===== src/rtl/s_term_ram_io_loopback_pkg.sv =====
// Shared fabric definitions for the south-terminating RAM I/O loopback tile:
// group-mode encodings, group geometry and configuration chain length.
package s_term_ram_io_loopback_pkg;

    typedef enum logic [1:0] {
        MODE_MIRROR     = 2'b00,
        MODE_MIRROR_REG = 2'b01,
        MODE_STRAIGHT   = 2'b10,
        MODE_ZERO       = 2'b11
    } group_mode_e;

    localparam int GROUP_COUNT = 9;
    localparam int GROUP_WIDTH = 4;
    localparam int WIRE_COUNT  = GROUP_COUNT * GROUP_WIDTH;
    localparam int CHAIN_LEN   = 18;
    localparam int COUNT_WIDTH = 5;

    // Extract the 2-bit mode of group k from a configuration word.
    function automatic group_mode_e group_mode(input logic [CHAIN_LEN-1:0] cfg, input int k);
        return group_mode_e'(cfg[2*k +: 2]);
    endfunction

endpackage


===== src/rtl/s_term_ram_io_loopback_group4.sv =====
// One 4-wire loopback group: selects mirrored (combinational or registered),
// straight or constant-zero drive for four north-departing wires.
module loopback_group4
    import s_term_ram_io_loopback_pkg::*;
(
    input  logic       clk,
    input  logic       rst,
    input  logic [3:0] mirror,
    input  logic [3:0] straight,
    input  logic [1:0] sel,
    input  logic       enable,
    output logic [3:0] out
);

    logic [3:0] mirror_q;

    // Pipeline flops always track the mirrored source so that switching into
    // registered mode shows their current content immediately.
    always_ff @(posedge clk or posedge rst) begin
        if (rst) begin
            mirror_q <= '0;
        end else begin
            mirror_q <= mirror;
        end
    end

    // Output mux; forced low whenever the tile is loading or unconfigured.
    always_comb begin
        out = '0;
        if (enable) begin
            case (group_mode_e'(sel))
                MODE_MIRROR:     out = mirror;
                MODE_MIRROR_REG: out = mirror_q;
                MODE_STRAIGHT:   out = straight;
                MODE_ZERO:       out = '0;
            endcase
        end
    end

endmodule


===== src/rtl/s_term_ram_io_loopback.sv =====
// South-terminating RAM I/O tile: loops south-arriving wires back north in
// nine 4-wire groups, each configured through a serial shift chain.
module s_term_ram_io_loopback
    import s_term_ram_io_loopback_pkg::*;
#(
    parameter int NoConfigBits = CHAIN_LEN
) (
    input  logic CLK,
    input  logic RST,
    input  logic MODE,
    input  logic CONFin,
    output logic CONFout,
    output logic CFG_OK,
    input  logic S1END0, S1END1, S1END2, S1END3,
    input  logic S2MID0, S2MID1, S2MID2, S2MID3, S2MID4, S2MID5, S2MID6, S2MID7,
    input  logic S2END0, S2END1, S2END2, S2END3, S2END4, S2END5, S2END6, S2END7,
    input  logic S4END0, S4END1, S4END2, S4END3, S4END4, S4END5, S4END6, S4END7,
    input  logic S4END8, S4END9, S4END10, S4END11, S4END12, S4END13, S4END14, S4END15,
    output logic N1BEG0, N1BEG1, N1BEG2, N1BEG3,
    output logic N2BEG0, N2BEG1, N2BEG2, N2BEG3, N2BEG4, N2BEG5, N2BEG6, N2BEG7,
    output logic N2BEGb0, N2BEGb1, N2BEGb2, N2BEGb3, N2BEGb4, N2BEGb5, N2BEGb6, N2BEGb7,
    output logic N4BEG0, N4BEG1, N4BEG2, N4BEG3, N4BEG4, N4BEG5, N4BEG6, N4BEG7,
    output logic N4BEG8, N4BEG9, N4BEG10, N4BEG11, N4BEG12, N4BEG13, N4BEG14, N4BEG15
);

    localparam logic [COUNT_WIDTH-1:0] LOAD_LEN  = COUNT_WIDTH'(NoConfigBits);
    localparam logic [COUNT_WIDTH-1:0] COUNT_MAX = '1;

    logic [3:0]  s1end;
    logic [7:0]  s2mid;
    logic [7:0]  s2end;
    logic [15:0] s4end;

    logic [WIRE_COUNT-1:0] src_mirror;
    logic [WIRE_COUNT-1:0] src_straight;
    logic [WIRE_COUNT-1:0] n_out;

    logic [NoConfigBits-1:0] sr;
    logic [NoConfigBits-1:0] active;
    logic [COUNT_WIDTH-1:0]  count;
    logic                    cfg_ok;
    logic                    mode_q;
    logic                    mode_rise;
    logic                    mode_fall;
    logic                    out_en;

    assign s1end = {S1END3, S1END2, S1END1, S1END0};
    assign s2mid = {S2MID7, S2MID6, S2MID5, S2MID4, S2MID3, S2MID2, S2MID1, S2MID0};
    assign s2end = {S2END7, S2END6, S2END5, S2END4, S2END3, S2END2, S2END1, S2END0};
    assign s4end = {S4END15, S4END14, S4END13, S4END12, S4END11, S4END10, S4END9, S4END8,
                    S4END7, S4END6, S4END5, S4END4, S4END3, S4END2, S4END1, S4END0};

    assign mode_rise = MODE & ~mode_q;
    assign mode_fall = ~MODE & mode_q;
    assign out_en    = ~MODE & cfg_ok;
    assign CONFout   = sr[NoConfigBits-1];
    assign CFG_OK    = cfg_ok;

    // Wire-vector packing follows the group order: N1BEG, N2BEG, N2BEGb, N4BEG.
    assign src_straight = {s4end, s2end, s2mid, s1end};

    // Mirrored sources: each family is index-reversed within itself.
    always_comb begin
        src_mirror = '0;
        for (int i = 0; i < 4; i++) begin
            src_mirror[i] = s1end[3-i];
        end
        for (int i = 0; i < 8; i++) begin
            src_mirror[4+i]  = s2mid[7-i];
            src_mirror[12+i] = s2end[7-i];
        end
        for (int i = 0; i < 16; i++) begin
            src_mirror[20+i] = s4end[15-i];
        end
    end

    // Serial configuration chain; CONFout is always the chain's last bit.
    always_ff @(posedge CLK or posedge RST) begin
        if (RST) begin
            sr <= '0;
        end else if (MODE) begin
            sr <= {sr[NoConfigBits-2:0], CONFin};
        end
    end

    // Load control: count shifts of one MODE window (the rising edge restarts
    // the count and also counts its own shift), commit on the falling edge.
    always_ff @(posedge CLK or posedge RST) begin
        if (RST) begin
            mode_q <= 1'b0;
            count  <= '0;
            active <= '0;
            cfg_ok <= 1'b1;
        end else begin
            mode_q <= MODE;
            if (mode_rise) begin
                count <= COUNT_WIDTH'(1);
            end else if (MODE && count != COUNT_MAX) begin
                count <= count + COUNT_WIDTH'(1);
            end
            if (mode_fall) begin
                if (count == LOAD_LEN) begin
                    active <= sr;
                    cfg_ok <= 1'b1;
                end else begin
                    cfg_ok <= 1'b0;
                end
            end
        end
    end

    for (genvar g = 0; g < GROUP_COUNT; g++) begin : g_group
        loopback_group4 u_group (
            .clk      (CLK),
            .rst      (RST),
            .mirror   (src_mirror[GROUP_WIDTH*g +: GROUP_WIDTH]),
            .straight (src_straight[GROUP_WIDTH*g +: GROUP_WIDTH]),
            .sel      (active[2*g +: 2]),
            .enable   (out_en),
            .out      (n_out[GROUP_WIDTH*g +: GROUP_WIDTH])
        );
    end

    assign {N1BEG3, N1BEG2, N1BEG1, N1BEG0} = n_out[3:0];
    assign {N2BEG7, N2BEG6, N2BEG5, N2BEG4, N2BEG3, N2BEG2, N2BEG1, N2BEG0} = n_out[11:4];
    assign {N2BEGb7, N2BEGb6, N2BEGb5, N2BEGb4,
            N2BEGb3, N2BEGb2, N2BEGb1, N2BEGb0} = n_out[19:12];
    assign {N4BEG15, N4BEG14, N4BEG13, N4BEG12, N4BEG11, N4BEG10, N4BEG9, N4BEG8,
            N4BEG7, N4BEG6, N4BEG5, N4BEG4, N4BEG3, N4BEG2, N4BEG1, N4BEG0} = n_out[35:20];

endmodule


===== config.mk =====
export PLATFORM = sky130hd
export DESIGN_NAME = s_term_ram_io_loopback
export DESIGN_NICKNAME = d
export VERILOG_FILES = /design/src/rtl/s_term_ram_io_loopback_pkg.sv /design/src/rtl/s_term_ram_io_loopback_group4.sv /design/src/rtl/s_term_ram_io_loopback.sv
export SDC_FILE = /design/constraint.sdc
export NUM_CORES = 1
export LEC_CHECK = 0
export BUFFER_PORTS_ARGS = -buffer_cell sky130_fd_sc_hd__buf_2
export CAP_MARGIN = 20
export CORE_MARGIN = 2
export CORE_UTILIZATION = 54
export DETAILED_ROUTE_END_ITERATION = 12
export HOLD_SLACK_MARGIN = 0.05
export PLACE_DENSITY = 0.85
export SLEW_MARGIN = 25
export SYNTH_ARGS = -nofsm -noshare
export SYNTH_HDL_FRONTEND = slang
export SYNTH_SLANG_ARGS = --single-unit

===== constraint.sdc =====
create_clock -name CLK -period 2.82 [get_ports CLK]
set_input_delay 0.564 -clock CLK [delete_from_list [all_inputs] [get_ports CLK]]
set_output_delay 0.564 -clock CLK [all_outputs]
set_load 0.005 [all_outputs]

* Yosys cells after proc, flatten, opt, wreduce, memory -nomap -nowiden
Cells that the tools add are included.
Cells by class: reduce and logical (&&, ||, !) cells 12, equal/unequal tests 29, add/sub/neg operators 1, mux-type cells 21, bitwise operators 5
Operators by type and width (count):
- 4-bit case mux with 4 select lines | 9
- 2-bit == test (second input constant) | 18
- 4-bit 2-to-1 mux | 9
- 2-bit by 1-bit == test with 1-bit output (second input constant) | 9
- 2-bit logical NOT | 9
- 5-bit 2-to-1 mux | 2
- 5-bit by 1-bit adder with 5-bit output (second input constant) | 1
- 5-bit == test (second input constant) | 1
- 5-bit != test (second input constant) | 1
- 1-bit AND | 3
- 1-bit inverter | 2
- 2-bit AND reduction | 1
- 2-bit nonzero test | 1
- 1-bit logical AND | 1
- 1-bit 2-to-1 mux | 1
Word-level totals: register bits 79, logic and storage cells 82

* Depth between registers and ports, before layout
word-level depth 4, mapped depth 6, mapped depth without buffers 6

* Modules after synthesis
From an unflattened synthesis, not the netlist that was laid out.
Second synthesis, totals: cell total of the unflattened synthesis 313, area total of the unflattened synthesis 3842.4 um^2
By module, submodules not included:
- loopback_group4 | seq. area each 100.1 um^2, instances 9, area each 230.2 um^2, cells each 22
- s_term_ram_io_loopback | seq. area each 1077.3 um^2, instances 1, area each 1770.4 um^2, cells each 115

* Worst setup path after synthesis
Ideal clock, no wire load.
path kind input to output, from input port MODE, to output port N2BEG4, stages on the path 5, required time 2256 ps, slack 976 ps, path buffers 3, data arrival time 1280 ps, path through buf_6 -> nand2b_1 -> buf_2 -> buf_1 -> nor2_1
On the way: word-level cells in the longest chain between the ends 3
Ends and longest elaborated chain:
- start: declaration | RTL line s_term_ram_io_loopback.sv:10 | input logic MODE,
- 1-bit inverter | RTL line s_term_ram_io_loopback.sv:55 | assign out_en = ~MODE & cfg_ok;
- 1-bit AND | RTL line s_term_ram_io_loopback.sv:55
- 4-bit 2-to-1 mux | RTL line s_term_ram_io_loopback_group4.sv:30 | if (enable) begin
- end: declaration | RTL line s_term_ram_io_loopback.sv:20 | output logic N2BEG0, N2BEG1, N2BEG2, N2BEG3, N2BEG4, N2BEG5, N2BEG6, N2BEG7,
No other way between the ends.

* Worst setup path in the final report
from register active[0], to output port N1BEG1
On the way: word-level cells in the longest chain between the ends 3, elaborated cells on any way between the ends 6, classes of those cells eq/ne (3); mux (2); reduce/logical (1)
Ends and longest elaborated chain:
- start: declaration | RTL line s_term_ram_io_loopback.sv:39 | logic [NoConfigBits-1:0] active;
- start signal: assignment | RTL line s_term_ram_io_loopback.sv:103 | active <= sr;
- 2-bit == test, or another cell as far along | RTL line s_term_ram_io_loopback_group4.sv:31 | case (group_mode_e'(sel))
- 4-bit case mux with 4 select lines * | RTL line s_term_ram_io_loopback_group4.sv:31
- 4-bit 2-to-1 mux * | RTL line s_term_ram_io_loopback_group4.sv:30
- end: declaration | RTL line s_term_ram_io_loopback.sv:19 | output logic N1BEG0, N1BEG1, N1BEG2, N1BEG3,
Every way passes the cells marked *; elsewhere a longest branch is shown, timed or not.

==> metrics <==
status completed; TritonCTS clock tree built; CP Buf/Inv Count 1; Sum Neg Setup Slack 0 ns; grt total ovfl 0; DR vias 2398; largest net degree at the start of global routing 46; Rel. slew slack 0.582; Required @ worst endpoint 2.26 ns; DR iter-0 viols 130; fmax 470 MHz; share of post-route cells with drive strength above 1 0.380; critical path cell sequence mux2_2 -> mux2i_1 -> nor2_1 -> buf_2; Worst setup startpoint active[0]; area fraction of the dominant cell type after synthesis 0.545; unrepaired setup endpoints after global routing no; worst slew pin tran 0.626 ns; CP Data Arrival Time 1.56 ns; worst-skew pair later-pin latency 0.34 ns; Pwr Density 579 nW/um^2; worst-path fanout max 9; async set-or-reset flop fraction in the synthesized netlist 1.00; Die Ht 85.4 um; routed len/inst 15.8 um; leading area contributor after synthesis dfrtp_1; Cells after Synth 281; min Tclk post-route 2.13 ns; Leak Pwr 2.10 nW; Clock Tree Buf Depth 2; Critical Path Sink Type output pin; clock slew at reported path FFs 0.07 ns; row cnt 29; setup clock skew after layout 0.00788 ns; DP Area 4020 sq um; Finished Cell Area 4220 sq um; post_cts resized 0; Final Net Count 399; count of different cell masters after synthesis 26; IO Pins 78; syn_nets 324; most frequent cell after synthesis dfrtp_1; setup slack, reg-to-reg 1.05 ns; Starting Density 0.561; worst stage delay on the critical path 0.52 ns; Root Driver clkbuf_8; initial antenna violation count 0; setup repair bufs after CTS 0; antenna viol nets, final 0; Clock Sink Count 79; Hold-fix buffers, CTS 0; dpl ws 0.813 ns; Syn. warnings 0; CP Class reg2out; Syn Area/Cell 12.7 sq um; top cells by count, synth dfrtp_1 (78), nor2_1 (37), mux2i_1 (33), a2bb2oi_1 (32), mux2_2 (28); Worst R2R Start count[0]; global-route wire length before repair 11600 um; Final Setup Violations 0; Die Width 85.4 um; fin. max-slew vios 0; DP HPWL 4870 um; cell count along the critical path 4; Max Cap Viol 0; Startpoint Class register; First-pass DRT Iterations 4; maximum vdd drop 0.000299 V; GPL Wtd Cong 0.768; sequential share of the synthesized area 0.553; R2R cell count 6; Synth Flop Type dfrtp_1; GR Util met1 0.281; die area 7300 sq um; H-Tree Depth 3; slowest CP cell dfrtp_1; vias per cell 5.47; HP Class in2async; Synth area leaders dfrtp_1 (55%), mux2i_1 (9.2%), mux2_2 (8.8%); Post-synth EDFFs 0; fin worst setup slack 0.692 ns; CP Capture Point N1BEG1; area delta synth->final 17.8%; M2 GR Usage 0.319; GRT busiest layer met2; synthesized area 3580 sq um; Final Hold Vio Count 0; Synth Register Bits 79; Reg2Reg Capture Point count[3]; IO Port Bufs 77; core area 6390 sq um; vias in the first global route 2459; diode count 0; total CTS buffers 9; DRC 0; GRT met3 Usage 0.0399; part of the cycle the worst path needs 0.755; GRT Overall Usage 0.204; CP top delay family flip-flops; final wirelength 6910 um
cells by family (layout without fill, tap and decap cells):
| kind of cell | Yosys count | after routing | share of synthesized area |
|---|---|---|---|
| DFF | 79 | 79 | 0.553 |
| AOI/OAI and AO/OA | 46 | 46 | 0.106 |
| buffers and inverters | 21 | 101 | 0.0273 |
| adders and majority gates | 3 | 3 | 0.0105 |
| and+or+nand+nor | 62 | 62 | 0.0860 |
| muxes | 70 | 70 | 0.218 |
report_power, final:
group | internal (mW) | switching [mW]
sequential | 1.27 | 0.108
clock | 0.416 | 0.379
combinational | 0.154 | 0.112
layout by cell type, fill, tap and decap left out:
cell and n:
dfrtp_1 78, buf_2 77, nor2_1 37, mux2i_1 33, a2bb2oi_1 32, mux2_2 28
clkbuf_8 13, nor2b_1 12, mux2_4 9, o21ai_0 5, nand2_1 5, a211oi_1 4
inv_1 3, a22o_1 3, nand2b_1 3, ha_1 3, buf_4 3, clkinv_2 2
dfstp_2 1, nor2b_4 1, nand4_4 1, nor3_1 1, a21o_1 1, and3_1 1
a311oi_1 1, and4b_1 1, clkinvlp_4 1, clkbuf_1 1, buf_12 1
layer usage:
metal	up-vias	wire length (um)
met4	0	117
met3	10	295
met2	52	3270
met1	1175	3240
li1	1161	-
met5	-	0
how the worst min path moves through the flow:
stage / endpoint / start / cells after the start / slack (ns)
floorplan: CFG_OK / CFG_OK / 2 / 0.47
global placement: CFG_OK / CFG_OK / 2 / 0.49
detailed placement: CFG_OK / CFG_OK / 2 / 0.50
CTS: count[3] / RST / 2 / 0.28
global route: count[3] / RST / 2 / 0.32
finish: count[3] / RST / 2 / 0.28
sequential cells by signal, summed over array words and instances, names as in the netlist:
signal	flops
sr	18
g_group.u_group.mirror_q	36
CFG_OK	1
active	18
count	5
mode_q	1
final cells by class:
class	count	area, sq um
fillers	466	2170
clock inverters	2	12.5
inverters	4	16.3
flip-flops and latches	79	1980
repair buffers	81	428
well taps	77	96.3
clock buffers	14	183
multi-input cells	181	1500
per-stage QoR:
stage | cells | utilization | hold WS [ns] | total power, mW
2_1_floorplan | 281 | - | 0.475 | 1.55
3_3_place_gp | 422 | 0.630 | 0.488 | 1.64
3_5_place_dp | 422 | 0.630 | 0.501 | 1.67
5_1_grt | 438 | 0.660 | 0.316 | 2.57
4_1_cts | 438 | 0.660 | 0.284 | 2.47
6_report | 438 | 0.660 | 0.281 | 2.44
Note: power is estimated with default switching activity, not from simulation.
